<file path="src/rtl/freq_meter_pkg.sv">
// Shared types and defaults for the clock frequency meter.
// Default gate is one second of the 12 MHz board clock.
package freq_meter_pkg;

    typedef enum logic {
        IDLE    = 1'b0,
        MEASURE = 1'b1
    } state_t;

    localparam int unsigned BOARD_CLK_HZ    = 12_000_000;
    localparam int unsigned DEF_GATE_CYCLES = BOARD_CLK_HZ;
    localparam int unsigned DEF_CNT_W       = 24;

    // Gate counter width: enough bits to hold 0 .. gate_cycles-1.
    function automatic int unsigned gate_w(input int unsigned gate_cycles);
        return (gate_cycles <= 2) ? 1 : $clog2(gate_cycles);
    endfunction

endpackage

</file>
<file path="src/rtl/sync_edge_detect.sv">
// Two-flop synchronizer plus rising-edge detect for an asynchronous input.
// Reusable for push-buttons and other slow asynchronous pins.
module sync_edge_detect (
    input  logic clk,
    input  logic resetb,
    input  logic i_async,
    output logic o_rise_c
);

    logic r_sync1;
    logic r_sync2;
    logic r_sync3;

    always_ff @(posedge clk or negedge resetb) begin
        if (!resetb) begin
            r_sync1 <= 1'b0;
            r_sync2 <= 1'b0;
            r_sync3 <= 1'b0;
        end else begin
            r_sync1 <= i_async;
            r_sync2 <= r_sync1;
            r_sync3 <= r_sync2;
        end
    end

    assign o_rise_c = r_sync2 & ~r_sync3;

endmodule

</file>
<file path="src/rtl/clk_freq_meter.sv">
// Counts rising edges of an asynchronous signal over back-to-back gate windows
// of GATE_CYCLES clk cycles and publishes each result with a one-cycle strobe.
module clk_freq_meter
    import freq_meter_pkg::*;
#(
    parameter int unsigned GATE_CYCLES = DEF_GATE_CYCLES,
    parameter int unsigned CNT_W       = DEF_CNT_W
) (
    input  logic             clk,
    input  logic             resetb,
    input  logic             sig_in,
    input  logic             enable,
    output logic [CNT_W-1:0] count,
    output logic             count_valid,
    output logic             overflow,
    output logic             busy
);

    localparam int unsigned           GATE_W    = gate_w(GATE_CYCLES);
    localparam logic [GATE_W-1:0]     GATE_LAST = GATE_W'(GATE_CYCLES - 1);
    localparam logic [CNT_W-1:0]      CNT_MAX   = {CNT_W{1'b1}};

    state_t             r_state;
    logic [GATE_W-1:0]  r_gate_cnt;
    logic [CNT_W-1:0]   r_edge_cnt;
    logic               r_sat;
    logic [CNT_W-1:0]   r_count;
    logic               r_overflow;
    logic               r_count_valid;
    logic               r_busy;

    state_t             w_state_nxt;
    logic [GATE_W-1:0]  w_gate_nxt;
    logic [CNT_W-1:0]   w_edge_nxt;
    logic               w_sat_nxt;
    logic [CNT_W-1:0]   w_count_nxt;
    logic               w_overflow_nxt;
    logic               w_count_valid_nxt;
    logic               w_busy_nxt;

    logic               w_rise;
    logic               w_at_max;
    logic [CNT_W-1:0]   w_edge_inc;
    logic               w_sat_hit;

    sync_edge_detect u_sync (
        .clk      (clk),
        .resetb   (resetb),
        .i_async  (sig_in),
        .o_rise_c (w_rise)
    );

    // Saturating edge increment; hitting the ceiling marks the window as overflowed.
    assign w_at_max   = (r_edge_cnt == CNT_MAX);
    assign w_edge_inc = (w_rise && !w_at_max) ? (r_edge_cnt + CNT_W'(1)) : r_edge_cnt;
    assign w_sat_hit  = w_rise && w_at_max;

    always_ff @(posedge clk or negedge resetb) begin
        if (!resetb) begin
            r_state       <= IDLE;
            r_gate_cnt    <= '0;
            r_edge_cnt    <= '0;
            r_sat         <= 1'b0;
            r_count       <= '0;
            r_overflow    <= 1'b0;
            r_count_valid <= 1'b0;
            r_busy        <= 1'b0;
        end else begin
            r_state       <= w_state_nxt;
            r_gate_cnt    <= w_gate_nxt;
            r_edge_cnt    <= w_edge_nxt;
            r_sat         <= w_sat_nxt;
            r_count       <= w_count_nxt;
            r_overflow    <= w_overflow_nxt;
            r_count_valid <= w_count_valid_nxt;
            r_busy        <= w_busy_nxt;
        end
    end

    always_comb begin
        w_state_nxt       = r_state;
        w_gate_nxt        = r_gate_cnt;
        w_edge_nxt        = r_edge_cnt;
        w_sat_nxt         = r_sat;
        w_count_nxt       = r_count;
        w_overflow_nxt    = r_overflow;
        w_count_valid_nxt = 1'b0;
        w_busy_nxt        = 1'b0;

        case (r_state)
            IDLE: begin
                w_gate_nxt = '0;
                w_edge_nxt = '0;
                w_sat_nxt  = 1'b0;
                if (enable) begin
                    w_state_nxt = MEASURE;
                    w_busy_nxt  = 1'b1;
                end
            end
            MEASURE: begin
                if (!enable) begin
                    // Abandon: the partial window is discarded, last result is kept.
                    w_state_nxt = IDLE;
                    w_gate_nxt  = '0;
                    w_edge_nxt  = '0;
                    w_sat_nxt   = 1'b0;
                end else if (r_gate_cnt == GATE_LAST) begin
                    w_busy_nxt        = 1'b1;
                    w_count_nxt       = w_edge_inc;
                    w_overflow_nxt    = r_sat | w_sat_hit;
                    w_count_valid_nxt = 1'b1;
                    w_gate_nxt        = '0;
                    w_edge_nxt        = '0;
                    w_sat_nxt         = 1'b0;
                end else begin
                    w_busy_nxt = 1'b1;
                    w_gate_nxt = r_gate_cnt + GATE_W'(1);
                    w_edge_nxt = w_edge_inc;
                    w_sat_nxt  = r_sat | w_sat_hit;
                end
            end
            default: begin
                w_state_nxt = IDLE;
                w_gate_nxt  = '0;
                w_edge_nxt  = '0;
                w_sat_nxt   = 1'b0;
            end
        endcase
    end

    assign count       = r_count;
    assign count_valid = r_count_valid;
    assign overflow    = r_overflow;
    assign busy        = r_busy;

endmodule

</file>
<file path="config.mk">
export PLATFORM = sky130hd
export DESIGN_NAME = clk_freq_meter
export DESIGN_NICKNAME = d
export VERILOG_FILES = /design/src/rtl/freq_meter_pkg.sv /design/src/rtl/sync_edge_detect.sv /design/src/rtl/clk_freq_meter.sv
export SDC_FILE = /design/constraint.sdc
export NUM_CORES = 1
export LEC_CHECK = 0
export CORE_MARGIN = 10
export CORE_UTILIZATION = 52
export CTS_CLUSTER_DIAMETER = 40
export DETAILED_ROUTE_END_ITERATION = 8
export PLACE_DENSITY_LB_ADDON = 0.2
export RECOVER_POWER = 50
export SYNTH_ARGS = -nofsm -noshare
export SYNTH_HDL_FRONTEND = slang
export SYNTH_SLANG_ARGS = --single-unit
</file>
<file path="constraint.sdc">
create_clock -name clk -period 4.92 [get_ports clk]
set_input_delay 1.23 -clock clk [delete_from_list [all_inputs] [get_ports clk]]
set_output_delay 1.23 -clock clk [all_outputs]
set_load 0.01 [all_outputs]
</file>
==> impl_metrics.ini <==
[outcome]
status = finished with violations
violations = capacitance limit, slew limit

[sta]
min_period_ns = 3.449
hold_violations = 0
finalCritPeriodShare = 0.7009
rsz0062_at_grt = no
fin_setup_tns_ns = 0
tightestPinTransition_ns = 2.134
fmax_mhz = 290.0
fin_hold_ws_ns = 0.3528
skew_ns = 0.009528
slew_violations = 129
relSlewSlack = -0.4226
setup_viol = 0

[global_route]
overflow = 0
antenna_found_initial = 0
grt_pass1_wl_um = 11470
grt_pass1_vias = 2554
grt_use_total = 0.1378
grt_max_degree = 80

[power_and_ir_drop]
cellPowerDensity_nw_per_um2 = 296.4
p_sw_frac = 0.2042
seq_power_share = 0.543
combinationalPowerShare = 0.021
p_total_mw = 1.205
leakagePower_nw = 1.714
pwr-share-clk = 0.437
peakVddDrop_mv = 0.1716
power.net_switching_mw = 0.2461
cell_internal_pwr_mw = 0.9591

[finish]
mostFrequentLayoutCells = dfrtp_1, nor2_1, nand2_1
layout-drive-gt1-share = 0.06771
stdcell_area_sq_um = 4066
final_common_cell = dfrtp_1
final_nets = 385
syn2layout_area_growth_pct = 16.65
fill_cells = 543
diodes = 0
final_util = 0.6332

[critical_path]
cp.required_ns = 5.06
reg2reg_depth = 6
cp_cell_sequence = dlygate4sd3_1, nand3_1, clkbuf_1, nor2_1
path_delay_family = buffers and inverters
reg2reg_from = r_gate_cnt[2]
path_depth = 4
path_max_fanout = 48
startpoint = enable
crit_buf_inv = 2
max_stage_delay_ns = 1.52
end_kind = flip-flop
cp_slowest_cell = clkbuf_1
crit_path_start_kind = input pin
cp.arrival_ns = 3.58
crit_type = in2reg

[die]
core_area_sq_um = 6422
fp.dieW_um = 101.9
die_area_sq_um = 10380
initial_core_util = 0.5428
die_h_um = 101.9
rows = 29
ios = 31

[cts]
path_clk_slew_ns = 0.07
cts_made_buffers = 9
cts.sinks = 79
insertion_delay_ns = 0.34
htreeDepth = 3
root_buffer = clkbuf_8
hold_buffers = 0
cts_tree = built
cts_setup_buffers = 0
clk_path_buf_depth = 2
cts_resized = 0

[synthesis]
syn_inst = 348
synth.distinct_cells = 35
yosysSeqAreaShare = 0.5671
ys_seq_elements = 79
syn_avg_cell_area_sq_um = 10.02
synth_nets = 354
netlist_area_sq_um = 3486
ys_warn_count = 0

[min_path]
hold_start = u_sync.r_sync1
hp-class = reg2reg
worstHoldPathCells = 0

[drt]
vias_per_cell = 5.393
num_vias = 2486
postRouteAntennaNets = 0
drt_iter0_drc = 139
drc = 0
wl_per_cell_um = 14.36
postRouteWirelength_um = 6621
dr.pass1.iters = 4

[run]
cap_violations = 2

[placement]
gp_congestion = 0.8258
dpl-instance-area_sq_um = 3845
portBuffers = 30
hpwl_um = 4447
## worst reg2reg max path: stages (launching register included)
cell	delay, ns
dfrtp_1	0.43
and4_1	0.27
and3_1	0.31
nand4_1	0.19
nand3_1	0.12
clkbuf_1	1.52
nor2_1	0.18
## final cells by class
class	count	area, sq um	area share
Clock buffer	14	192.7	0.04738
Clock inverter	2	35.03	0.008615
Inverter	6	22.52	0.005538
Multi-Input combinational cell	251	1436	0.3532
Sequential cell	79	1977	0.4862
Tap cell	77	96.34	0.02369
Timing Repair Buffer	32	306.5	0.07538
## power by group through the flow
stage / clock network, mW / logic, mW / registers [mW]
floorplan: 0 / 0.00884 / 0.666
global placement: 0 / 0.0273 / 0.666
detailed placement: 0 / 0.0271 / 0.667
CTS: 0.539 / 0.0269 / 0.654
global route: 0.559 / 0.0289 / 0.654
finish: 0.526 / 0.0249 / 0.654
## synthesized netlist by cell type
master	count	area [sq um]
a211o_1	1	8.760
a211oi_1	1	7.510
a21oi_1	2	10.01
a311oi_2	1	15.01
a31oi_1	1	6.260
and2_1	2	12.51
and2b_2	1	8.760
and3_1	8	50.05
and3b_1	1	8.760
and4_1	6	52.55
and4_2	1	10.01
buf_1	2	7.510
buf_2	4	20.02
clkbuf_1	6	22.52
dfrtp_1	79	1977
ha_1	2	25.02
inv_1	6	22.52
mux2i_1	1	10.01
nand2_1	41	153.9
nand3_1	25	125.1
nand4_1	10	62.56
nand4_2	2	25.02
nor2_1	61	229.0
nor2_2	2	12.51
nor3_1	2	10.01
nor3_2	1	10.01
nor4_1	3	18.77
nor4b_1	1	8.760
nor4bb_1	2	20.02
o21ai_0	20	100.1
o21ai_1	6	30.03
or2_1	1	6.260
or4_1	3	22.52
xnor2_1	16	140.1
xor2_1	27	236.5
## state kept, by name, indices dropped and copies added (netlist names)
register and flops:
overflow 1, count_valid 1, busy 1, u_sync.r_sync3 1
r_sat 1, r_edge_cnt 24, r_gate_cnt 24, u_sync.r_sync2 1
count 24, u_sync.r_sync1 1
## path summary, 6_finish.rpt
| check | slack, ns | to |
|---|---|---|
| max | 1.47 | r_gate_cnt[13] |
| min | 0.35 | u_sync.r_sync2 |
| max reg2reg | 1.68 | r_gate_cnt[13] |
| min reg2reg | 0.35 | u_sync.r_sync2 |
| max in group asynchronous | 2.43 | count_valid |
| min in group asynchronous | 1.39 | r_edge_cnt[19] |
## cells by family after synthesis
family          Yosys count  synth area share
mux                       1          0.002872
flops                    79            0.5671
fa+ha+maj                 2          0.007178
compound gates           32           0.05097
simple gates            173            0.2430
xor+xnor                 43            0.1080
buf+inv                  18           0.02082
## per-layer routing
layer / vias to the layer above / part of all wire / global-route usage
met1: 1198 / 0.46 / 0.1639
met4: 0 / 0.018 / 0.07375
met5: - / 0 / 0
met2: 31 / 0.48 / 0.2256
li1: 1244 / - / -
met3: 13 / 0.041 / 0.03576
## per-stage QoR
step,setup WS (ns),std cells
floorplan,2.812,348
detailed placement,2.223,445
global route,1.199,461
finish,1.471,461
CTS,2.391,461
global placement,2.291,445
No activity file was read; power rests on OpenSTA's default activity.
==> RTL edit, RTL diff (same settings) <==
Add an input register stage for `sig_in` and `enable`; this delays them by one clock.
--- a/src/rtl/clk_freq_meter.sv
+++ b/src/rtl/clk_freq_meter.sv
@@ -21,2 +21,10 @@
     localparam logic [CNT_W-1:0]      CNT_MAX   = {CNT_W{1'b1}};
+
+    logic sig_q;
+    logic enable_q;
+
+    always_ff @(posedge clk) begin
+        sig_q    <= sig_in;
+        enable_q <= enable;
+    end
 
@@ -48,3 +56,3 @@
         .resetb   (resetb),
-        .i_async  (sig_in),
+        .i_async  (sig_q),
         .o_rise_c (w_rise)
@@ -94,3 +102,3 @@
                 w_sat_nxt  = 1'b0;
-                if (enable) begin
+                if (enable_q) begin
                     w_state_nxt = MEASURE;
@@ -100,3 +108,3 @@
             MEASURE: begin
-                if (!enable) begin
+                if (!enable_q) begin
                     // Abandon: the partial window is discarded, last result is kept.
Formal check against the unedited RTL: not equivalent (a bounded check fails within 4 cycles, from zero or initial values and one cycle with resetb low).
==> RTL edit against the unedited design <==
- the run still ends with capacitance limit, slew limit left
- power rose by 3.0%
- sequential share of layout area rose by 0.49 points
- sequential cell count rose by 2
- non-clock buffer count did not move
- register-to-register slack improved by 0.12 ns
- highest routed layer unchanged
- sequential power rose by 3%
- core utilization rose by 0.28 points
- setup slack improved by 0.33 ns
- critical path type is now register to register
- routed wire length rose by 0.66%
- final cell count rose by 0.43%
- synthesized area rose by 1.1%
- critical endpoint is now r_edge_cnt[12]
- via count rose by 0.97%
- clock skew fell by 0.0037 ns
- design area rose by 1.0%
==> RTL edit: results (changes against the unedited design) <==
| Metric | Value |
|---|---|
| Adder and majority cell fraction of the synthesized area | `0.7097% (was 0.7179%)` |
| Result of the run | `finished, violations left (unchanged)` |
| Placer's final routability congestion estimate | `0.8385 (was 0.8258)` |
| Global-route track usage on met2 | `19.21% (was 22.56%)` |
| Clock skew after layout | `0.005838 ns (was 0.009528 ns)` |
| Non-Clock Buffer Area Fraction | `7.463% (was 7.538%)` |
| Share of the synthesized netlist area taken by xor and xnor gates | `10.68% (was 10.80%)` |
| Iter 0 DRT Violations | `103 (was 139)` |
| Lkg Pwr | `0.001728 uW (was 0.001714 uW)` |
| Final max-slew violation count | `129 (unchanged)` |
| Fraction of layout cells with a size suffix above 1 | `6.736% (was 6.771%)` |
| Wire length of the first global-routing pass | `11,450 um (was 11,470 um)` |
| Synth area leaders | `dfrtp_1, xor2_1, nor2_1 (unchanged)` |
| Portion of the post-synthesis area used by sequential elements | `57.20% (was 56.71%)` |
| Number of fillers in the final layout | `535 (was 543)` |
| Net count reported at finish | `387 (was 385)` |
| Relative slew slack | `-39.57% (was -42.26%)` |
| Share of cell area taken by muxes after synthesis | `0.2839% (was 0.2872%)` |
| Pwr Density | `302.3 nW/um^2 (was 296.4 nW/um^2)` |
| Placement-stage worst setup slack | `2.714 ns (was 2.223 ns)` |
| Share of flip-flops with an asynchronous set or reset | `97.53% (was 100.0%)` |
| Number of clock-tree buffers in the layout | `11 (was 14)` |
| Number of different library cells in the post-synthesis netlist | `36 (was 35)` |
| Average footprint of a synthesized cell | `10.07 um^2 (was 10.02 um^2)` |
| Violated checks | `capacitance limit, slew limit (unchanged)` |
| Wire length on met3 | `391 um (was 269 um)` |
| Count of maximum capacitance violations | `2 (unchanged)` |
| Global routing usage on met1 | `18.94% (was 16.39%)` |
| Net switching power | `257.3 uW (was 246.2 uW)` |
| WL met2 | `2815 um (was 3171 um)` |
| Sequential group share of total power | `54.1% (was 54.3%)` |
| Net count of the mapped netlist | `356 (was 354)` |
| HPWL after detailed placement | `4500 um (was 4447 um)` |
| Slowest stage delay, CP | `1.49 ns (was 1.52 ns)` |
==> RTL edit: path summary, 6_finish.rpt <==
| check | cells past startpoint | start | end | slack (ns) |
|---|---|---|---|---|
| worst min-delay path | 0 | sig_q | u_sync.r_sync1 | 0.33 |
| min in group asynchronous | 1 | resetb | r_gate_cnt[16] | 1.40 |
| max in group asynchronous | 1 | resetb | u_sync.r_sync3 | 2.38 |
| worst max register to register | 6 | r_gate_cnt[2] | r_edge_cnt[12] | 1.80 |
| worst max-delay path | 6 | r_gate_cnt[2] | r_edge_cnt[12] | 1.80 |
| worst min register to register | 0 | sig_q | u_sync.r_sync1 | 0.33 |
==> RTL edit: kinds of logic (layout without fill, tap and decap cells) <==
| group | count (synthesis) | count (layout) |
|---|---|---|
| xor+xnor | 43 | 43 |
| simple gates | 173 | 173 |
| buf+inv | 18 | 54 |
| flops | 81 | 81 |
| mux | 1 | 1 |
| compound gates | 32 | 32 |
| fa+ha+maj | 2 | 2 |
